`src/rtl/regincr_stream_adapter.sv`:
```
// -----------------------------------------------------------------------------
// regincr_stream_adapter
//
// Latency-insensitive val/rdy wrapper around an external N-stage registered
// incrementer chain. Accepted messages are passed to the incrementer
// combinationally, and a valid bit travels through a shift register that
// matches the incrementer's latency. When that bit reaches the end of the
// shift register, the incrementer result is written into an output FIFO.
// Upstream flow control uses credits, so every result in flight already owns
// a FIFO slot and a stalled consumer cannot cause data loss.
//
// Parameters
//   p_nstages  latency of the attached incrementer chain in cycles (>=1)
//   p_depth    output FIFO entries and initial credit count (>=1, any value)
//
// Ports
//   clk       in   1     clock, rising edge
//   reset     in   1     asynchronous, active-low; clears all state
//   in_val    in   1     upstream message valid
//   in_rdy    out  1     adapter can accept a message (credits != 0)
//   in_msg    in   8     upstream message
//   incr_in   out  8     to incrementer input (equals in_msg)
//   incr_out  in   8     from incrementer output
//   out_val   out  1     FIFO head valid
//   out_rdy   in   1     downstream ready
//   out_msg   out  8     FIFO head data
//   credits   out  cw    free credits (debug / verification)
// -----------------------------------------------------------------------------
module regincr_stream_adapter #(
    parameter int p_nstages = 2,
    parameter int p_depth   = 4
) (
    input  logic                         clk,
    input  logic                         reset,
    input  logic                         in_val,
    output logic                         in_rdy,
    input  logic [7:0]                   in_msg,
    output logic [7:0]                   incr_in,
    input  logic [7:0]                   incr_out,
    output logic                         out_val,
    input  logic                         out_rdy,
    output logic [7:0]                   out_msg,
    output logic [$clog2(p_depth+1)-1:0] credits
);

    localparam int cw = $clog2(p_depth + 1);
    localparam int pw = (p_depth > 1) ? $clog2(p_depth) : 1;

    logic [p_nstages-1:0] vld;
    logic [pw-1:0]        wptr;
    logic [pw-1:0]        rptr;
    logic [cw-1:0]        count;
    logic [7:0]           mem [p_depth];

    logic accept;
    logic deq;
    logic enq;

    assign accept  = in_val & in_rdy;
    assign deq     = out_val & out_rdy;
    // The bit at the end of the valid pipe lines up with incr_out holding
    // that message's result.
    assign enq     = vld[p_nstages-1];

    // in_rdy depends on registered credits only: no out_rdy -> in_rdy path.
    assign in_rdy  = (credits != '0);
    assign out_val = (count != '0);
    assign out_msg = mem[rptr];
    assign incr_in = in_msg;

    // Valid pipe that shadows the incrementer stages.
    // NOTE: sequential state uses non-blocking assignments so every register
    // samples pre-edge values, regardless of statement or block order.
    always_ff @(posedge clk or negedge reset) begin
        if (!reset) begin
            vld <= '0;
        end else begin
            vld <= (vld << 1) | p_nstages'(accept);
        end
    end

    // FIFO pointers, occupancy and credits.
    always_ff @(posedge clk or negedge reset) begin
        if (!reset) begin
            wptr    <= '0;
            rptr    <= '0;
            count   <= '0;
            credits <= cw'(p_depth);
        end else begin
            if (enq) begin
                wptr <= (wptr == pw'(p_depth - 1)) ? '0 : wptr + 1'b1;
            end
            if (deq) begin
                rptr <= (rptr == pw'(p_depth - 1)) ? '0 : rptr + 1'b1;
            end

            case ({enq, deq})
                2'b10:   count <= count + 1'b1;
                2'b01:   count <= count - 1'b1;
                default: count <= count;
            endcase

            case ({deq, accept})
                2'b10:   credits <= credits + 1'b1;
                2'b01:   credits <= credits - 1'b1;
                default: credits <= credits;
            endcase
        end
    end

    // FIFO storage.
    // NOTE: the storage is reset here because out_msg must read 0 straight
    // out of reset. It is tiny, so clearing it costs little. A large RAM would
    // normally be left unreset and out_msg gated with out_val instead.
    always_ff @(posedge clk or negedge reset) begin
        if (!reset) begin
            for (int i = 0; i < p_depth; i++) begin
                mem[i] <= '0;
            end
        end else if (enq) begin
            mem[wptr] <= incr_out;
        end
    end

    // Every credit is either free, in flight in the incrementer, or buffered.
    // Because of this, an enqueue can never find the FIFO full.
    assert property (@(posedge clk) disable iff (!reset)
        !(enq && (count == cw'(p_depth)) && !deq))
        else $error("enqueue into full FIFO");

    assert property (@(posedge clk) disable iff (!reset)
        (int'(credits) + $countones(vld) + int'(count)) == p_depth)
        else $error("credit invariant broken");

endmodule
```
`config.mk`:
```
export PLATFORM = sky130hd
export DESIGN_NAME = regincr_stream_adapter
export DESIGN_NICKNAME = d
export VERILOG_FILES = /design/src/rtl/regincr_stream_adapter.sv
export SDC_FILE = /design/constraint.sdc
export NUM_CORES = 1
export LEC_CHECK = 0
export CORE_UTILIZATION = 46
export DETAILED_ROUTE_END_ITERATION = 6
export PLACE_DENSITY = 0.72
export SETUP_SLACK_MARGIN = 0.15
export SLEW_MARGIN = 20
export SYNTH_ARGS = -nofsm -noshare
export SYNTH_HDL_FRONTEND = slang
export SYNTH_SLANG_ARGS = --single-unit
```
`constraint.sdc`:
```
create_clock -name clk -period 1.9 [get_ports clk]
set_input_delay 0.57 -clock clk [delete_from_list [all_inputs] [get_ports clk]]
set_output_delay 0.57 -clock clk [all_outputs]
set_load 0.03 [all_outputs]
```
==> impl_metrics.yaml, run 1 <==
die:
  coreArea_um2: 4350
  row_count: 24
  io_pins: 41
  die_w_um: 69.2
  die_area_um2: 4790
  initial_utilization: 0.477
  die_y_um: 69.2
synth:
  synthCells: 139
  synth-seq-cells: 44
  synth_top_cell_by_area: "dfrtp_1"
  syn_nets: 168
  synth.area.top_cells: "dfrtp_1 52%, mux2_2 17%, mux4_2 8.7%"
  ys_seq_area_frac: 0.530
  yosysTopAreaCellShare: 0.518
  yosysWarnings: 0
  avgSynthCellArea_um2: 15.0
  syn_area_um2: 2080
  synthDistinctLibCells: 22
clock_tree:
  cts.path.max_buffers: 2
  clkLatencyLatePin_ns: 0.30
  cts_tree: "yes"
  clkTransAtPathRegs_ns: 0.09
  root_buffer: "clkbuf_8"
  hold_buffers: 0
  clock-sinks: 44
  h-tree-depth: 2
  cts_made_buffers: 5
final_layout:
  diodes: 0
  finalInstanceArea_um2: 2590
  seq_area_um2: 1100
  multiInputGateArea_um2: 900
  utilization: 0.595
  fillers: 327
  syn2layout_area_growth_pct: 24.7
  fin_nets: 210
  drive_above_1_share: 0.566
run:
  cap_violations: 0
timing:
  hold_viol: 0
  postLayoutSetupSlackWorst_ns: -0.182
  drv_slew: 0
  finClkSkew_ns: 0.00897
  relSlewSlack: 0.665
  max_freq_ghz: 0.480
  setup-violations-final: 10
  worstMarginPinSlew_ns: 0.503
  finalCriticalPeriod_ns: 2.08
  rsz0062_at_grt: "yes"
  min_period_over_period: 1.10
setup_path:
  critPathCaptureType: "output port"
  crit_top_cell: "buf_4"
  arrival_ns: 1.51
  crit_slowest_cell: "mux4_2"
  critPathKind: "register to output port"
  cp_cell_sequence: "buf_4 -> mux4_2 -> buf_4"
  cp-start-kind: "register"
  critPathRequiredTime_ns: 1.33
  path_max_fanout: 3
  cpPeakStageDelay_ns: 0.50
detailed_routing:
  wire_per_inst_um: 16.4
  viasPerCell: 5.10
  first_pass_iters: 4
  drt_iter0_markers: 45
  drtAntennaViolNets: 0
  drcViolationCount: 0
  routed_wl_um: 3830
  num_vias: 1194
hold_path:
  hold_path.class: "input pin to asynchronous set/reset pin"
global_route:
  grt_pass1_wl_um: 6380
  antenna_found_initial: 0
  grt_max_degree: 25
  grt_use_total: 0.175
  grt_pass1_vias: 1294
  gr-total-overflow: 0
outcome:
  outcome: "finished with violations"
  violations: "negative setup slack"
place:
  finalWeightedCongestion: 0.705
  placed_cell_area_um2: 2460
  dp_hpwl_um: 2630
  portBuffers: 24
power:
  p_leak_uw: 0.00116
  irDropWorstVdd_mv: 0.949
  power_density_nw_per_um2: 1910
==> final timing paths <==
kind	to	depth (start not counted)	slack (ns)	start
setup / recovery	out_msg[0]	3	-0.18	rptr[0]$_DFFE_PN0P_
hold / removal	mem[30]$_DFFE_PN0P_	1	0.23	reset
setup reg to reg	credits[2]$_DFFE_PN1P_	9	-0.10	count[0]$_DFFE_PN0P_
hold reg to reg	vld[1]$_DFF_PN0_	0	0.36	vld[0]$_DFF_PN0_
max in group asynchronous	credits[2]$_DFFE_PN1P_	2	1.10	reset
min in group clk	vld[1]$_DFF_PN0_	0	0.36	vld[0]$_DFF_PN0_
==> flip-flops by register name (all words and copies together), names as in the netlist <==
signal and cells:
count 3, credits 3, mem 32, rptr 2, vld 2, wptr 2
==> power breakdown <==
group          switching [µW]  internal [µW]  leakage (µW)
combinational            1220           1440      0.000604
sequential                279           1430      0.000512
clock                     315            257     0.0000412
==> cells in the mapped netlist, drive strengths merged <==
cell    instances
and2            1
buf            10
clkbuf          1
dfrtp          43
dfstp           1
fa              2
ha              7
inv            10
mux2           34
mux2i           2
mux4            8
nand2           6
nor2            3
o21ai           2
or3             3
xnor2           2
xor2            4
==> critical path: cells and delay by family, from the launching register on <==
| kind | cells | cell delay, ns |
|---|---|---|
| multiplexers | 1 | 0.50 |
| flip-flops | 1 | 0.37 |
| buffers and inverters | 2 | 0.34 |
==> logic make-up after synthesis <==
family,synth area share
AOI/OAI and AO/OA,0.00482
xor gates and xnor gates,0.0253
adders and majority gates,0.0614
buffers and inverters,0.0548
DFF,0.530
muxes,0.284
and+or+nand+nor,0.0391
==> repair_timing <==
action | CTS | global route
gates resized for setup | 78 | 0
pin swaps | 7 | 5
endpoints found under the setup margin | 17 | 14
setup buffers | 2 | 5
==> layout by cell type (no fill, tap or decap), types with 2 or more instances in the layout <==
| master | synthesis | routed |
|---|---|---|
| o21ai_0 | 2 | 2 |
| clkbuf_8 | 0 | 5 |
| xnor2_1 | 2 | 2 |
| mux4_2 | 8 | 8 |
| or3_4 | 1 | 2 |
| nand2_2 | 4 | 4 |
| ha_4 | 0 | 2 |
| buf_4 | 9 | 27 |
| buf_2 | 1 | 2 |
| dfrtp_1 | 43 | 41 |
| ha_1 | 7 | 5 |
| fa_2 | 0 | 2 |
| buf_6 | 0 | 4 |
| clkdlybuf4s50_1 | 0 | 9 |
| mux2i_1 | 2 | 2 |
| mux2_2 | 32 | 32 |
| inv_1 | 10 | 7 |
| clkdlybuf4s15_2 | 0 | 2 |
| xor2_1 | 4 | 4 |
| mux2_4 | 2 | 2 |
| inv_2 | 0 | 3 |
| nor2_1 | 3 | 3 |
| dfrtp_2 | 0 | 2 |
==> through the flow <==
stage	instances	setup WS, ns	power [µW]	hold slack (ns)	setup TNS, ns
floorplan	139	-0.0530	3470	0.274	-0.0530
global placement	219	-0.301	4240	0.334	-3.14
detailed placement	219	-0.382	4370	0.340	-3.41
CTS	229	-0.195	4920	0.234	-1.54
global route	234	-0.231	5250	0.261	-2.06
finish	234	-0.182	4940	0.229	-1.47
==> layer usage <==
layer,part of all wire,track usage
met4,0.018,0.0771
met2,0.51,0.299
met5,0,0
met1,0.43,0.205
met3,0.044,0.0509
==> area by class of cell <==
cell class,instances,area share
flip-flops and latches,44,0.426
multi-input cells,74,0.347
repair buffers,46,0.154
clock buffers,6,0.0280
well taps,52,0.0251
inverters,10,0.0145
clock inverters,2,0.00483
Note: power is estimated with default switching activity, not from simulation.
==> inputs of run 2 (changes only) <==
PLACE_DENSITY = not set   (was 0.72)
PLACE_DENSITY_LB_ADDON = 0.12   (was not set)
==> run 2 against run 1 <==
Effect of this change: the run still ends with negative setup slack left; combinational power rose by 6%; critical path depth stayed put; routed wire length is 1.1% lower; worst setup slack improved by 0.0049 ns; cell area increased by 3.0%; total power up 7.4%; non-clock buffer count stayed put; die area stayed put; largest cell class unchanged; largest power group unchanged.
==> impl_metrics.yaml, run 2 (synthesis results as in run 1) <==
outcome:
  outcome: "finished with violations"
  violations: "negative setup slack"
die:
  die_w_um: 69.2
  row_count: 24
  coreArea_um2: 4350
  io_pins: 41
  initial_utilization: 0.477
  die_y_um: 69.2
  die_area_um2: 4790
clock_tree:
  clock-sinks: 44
  clkLatencyLatePin_ns: 0.30
  h-tree-depth: 2
  cts_tree: "yes"
  cts_made_buffers: 5
  cts.path.max_buffers: 2
  root_buffer: "clkbuf_8"
  clkTransAtPathRegs_ns: 0.08
  hold_buffers: 0
timing:
  drv_slew: 0
  rsz0062_at_grt: "yes"
  hold_viol: 0
  postLayoutSetupSlackWorst_ns: -0.177
  max_freq_ghz: 0.481
  finClkSkew_ns: 0.00417
  finalCriticalPeriod_ns: 2.08
  setup-violations-final: 10
  relSlewSlack: 0.711
  min_period_over_period: 1.09
  holdWs_ns: 0.162
  worstMarginPinSlew_ns: 0.433
  tns_ns: -1.42
setup_path:
  cp.buffers_inverters: 2
  arrival_ns: 1.51
  path_max_fanout: 7
  crit_family: "multiplexers"
  critPathCaptureType: "output port"
  critPathKind: "register to output port"
  cpPeakStageDelay_ns: 0.51
  r2r_slack_ns: -0.06
  cp_cell_sequence: "buf_12 -> mux4_2 -> buf_6"
  critPathRequiredTime_ns: 1.33
  cp-start-kind: "register"
  crit_slowest_cell: "mux4_2"
final_layout:
  diodes: 0
  syn2layout_area_growth_pct: 28.4
  reg_top3: "mem x32, count x3, credits x3"
  fin_nets: 210
  regMostFlops: "mem"
  layout_common_cells: "41 x dfrtp_1, 32 x mux2_2, 18 x buf_4"
  drive_above_1_share: 0.571
  largest_register_ffs: 32
  final_common_cell: "dfrtp_1"
power:
  p_comb_frac: 0.532
  p_leak_uw: 0.00119
  p_switching_uw: 1840
  power_density_nw_per_um2: 1990
  swShare: 0.346
  seq_power_share: 0.323
  irDropWorstVdd_mv: 0.932
  intPower_uw: 3470
  clockPowerShare: 0.145
detailed_routing:
  wire_per_inst_um: 16.2
  viasPerCell: 5.09
  first_pass_iters: 4
  drcViolationCount: 0
  routed_wl_um: 3790
  drt_iter0_markers: 54
  num_vias: 1192
  drtAntennaViolNets: 0
global_route:
  grt_pass1_vias: 1312
  met1_usage: 0.234
  met2_usage: 0.299
  grt_pass1_wl_um: 6740
  grt_max_degree: 17
  gr-total-overflow: 0
  antenna_found_initial: 0
  use_met3: 0.0654
  grt_use_total: 0.187
  grt-busiest-layer: "met2"
place:
  pre_cts_slack_ns: -0.427
  finalWeightedCongestion: 0.710
  dp_hpwl_um: 2760
  portBuffers: 24
run:
  cap_violations: 0
hold_path:
  hold_path.class: "input pin to asynchronous set/reset pin"
-- run 2: changes by cell type in the layout (fill, tap and decap cells not counted), sizes merged --
cell | before | now
bufinv | 0 | 1
clkinvlp | 1 | 0
clkbuf | 6 | 7
clkinv | 1 | 0
-- run 2: worst paths after layout --
kind                                      start                endpoint  cells after the start
setup / recovery            rptr[0]$_DFFE_PN0P_              out_msg[1]                      3
hold / removal                            reset     mem[27]$_DFFE_PN0P_                      1
setup reg to reg           count[0]$_DFFE_PN0P_  credits[2]$_DFFE_PN1P_                      9
hold reg to reg                vld[0]$_DFF_PN0_        vld[1]$_DFF_PN0_                      0
max in group asynchronous                 reset  credits[2]$_DFFE_PN1P_                      2
min in group clk               vld[0]$_DFF_PN0_        vld[1]$_DFF_PN0_                      0
-- run 2: what timing repair did --
item	CTS	global route
pin swaps	6	4
resized for setup	88	0
hold endpoints to repair	0	0
setup buffers	4	3
gates cloned	0	0
endpoints found under the setup margin	17	14
-- run 2: power groups by stage --
stage | Combinational [µW] | Clock (µW) | Sequential (µW)
floorplan | 1780 | 0 | 1690
global placement | 2580 | 0 | 1700
detailed placement | 2670 | 0 | 1740
CTS | 2830 | 797 | 1720
global route | 3040 | 834 | 1780
finish | 2820 | 771 | 1710
-- run 2: worst register-to-register path, stage by stage, from the launching register on --
cell	delay [ns]
dfrtp_1	0.39
or3_4	0.42
nand2_4	0.08
buf_6	0.09
ha_4	0.12
inv_2	0.03
fa_2	0.33
xor2_1	0.15
nor2_1	0.14
xor2_1	0.15
-- run 2: cell type report --
| type | instances | area (µm²) |
|---|---|---|
| clock buffers | 7 | 96.3 |
| clock inverters | 1 | 30.0 |
| flip-flops and latches | 44 | 1100 |
| multi-input cells | 74 | 900 |
| well taps | 52 | 65.1 |
| repair buffers | 46 | 433 |
| fillers | 325 | 1690 |
| inverters | 10 | 40.0 |
-- run 2: per-stage QoR --
step | area, µm² | std cells | total power [µW] | utilization
after CTS | 2650 | 231 | 5340 | 0.608
after global routing | 2670 | 234 | 5660 | 0.613
final | 2670 | 234 | 5300 | 0.613
after global placement | 2460 | 219 | 4280 | 0.564
after detailed placement | 2460 | 219 | 4410 | 0.564
after floorplan | 2110 | 139 | 3470 | -
-- run 2: routing by layer --
metal,part of all wire,routed length [µm]
met5,0,0
met4,0.013,51
met3,0.059,223
met2,0.52,1950
met1,0.41,1560
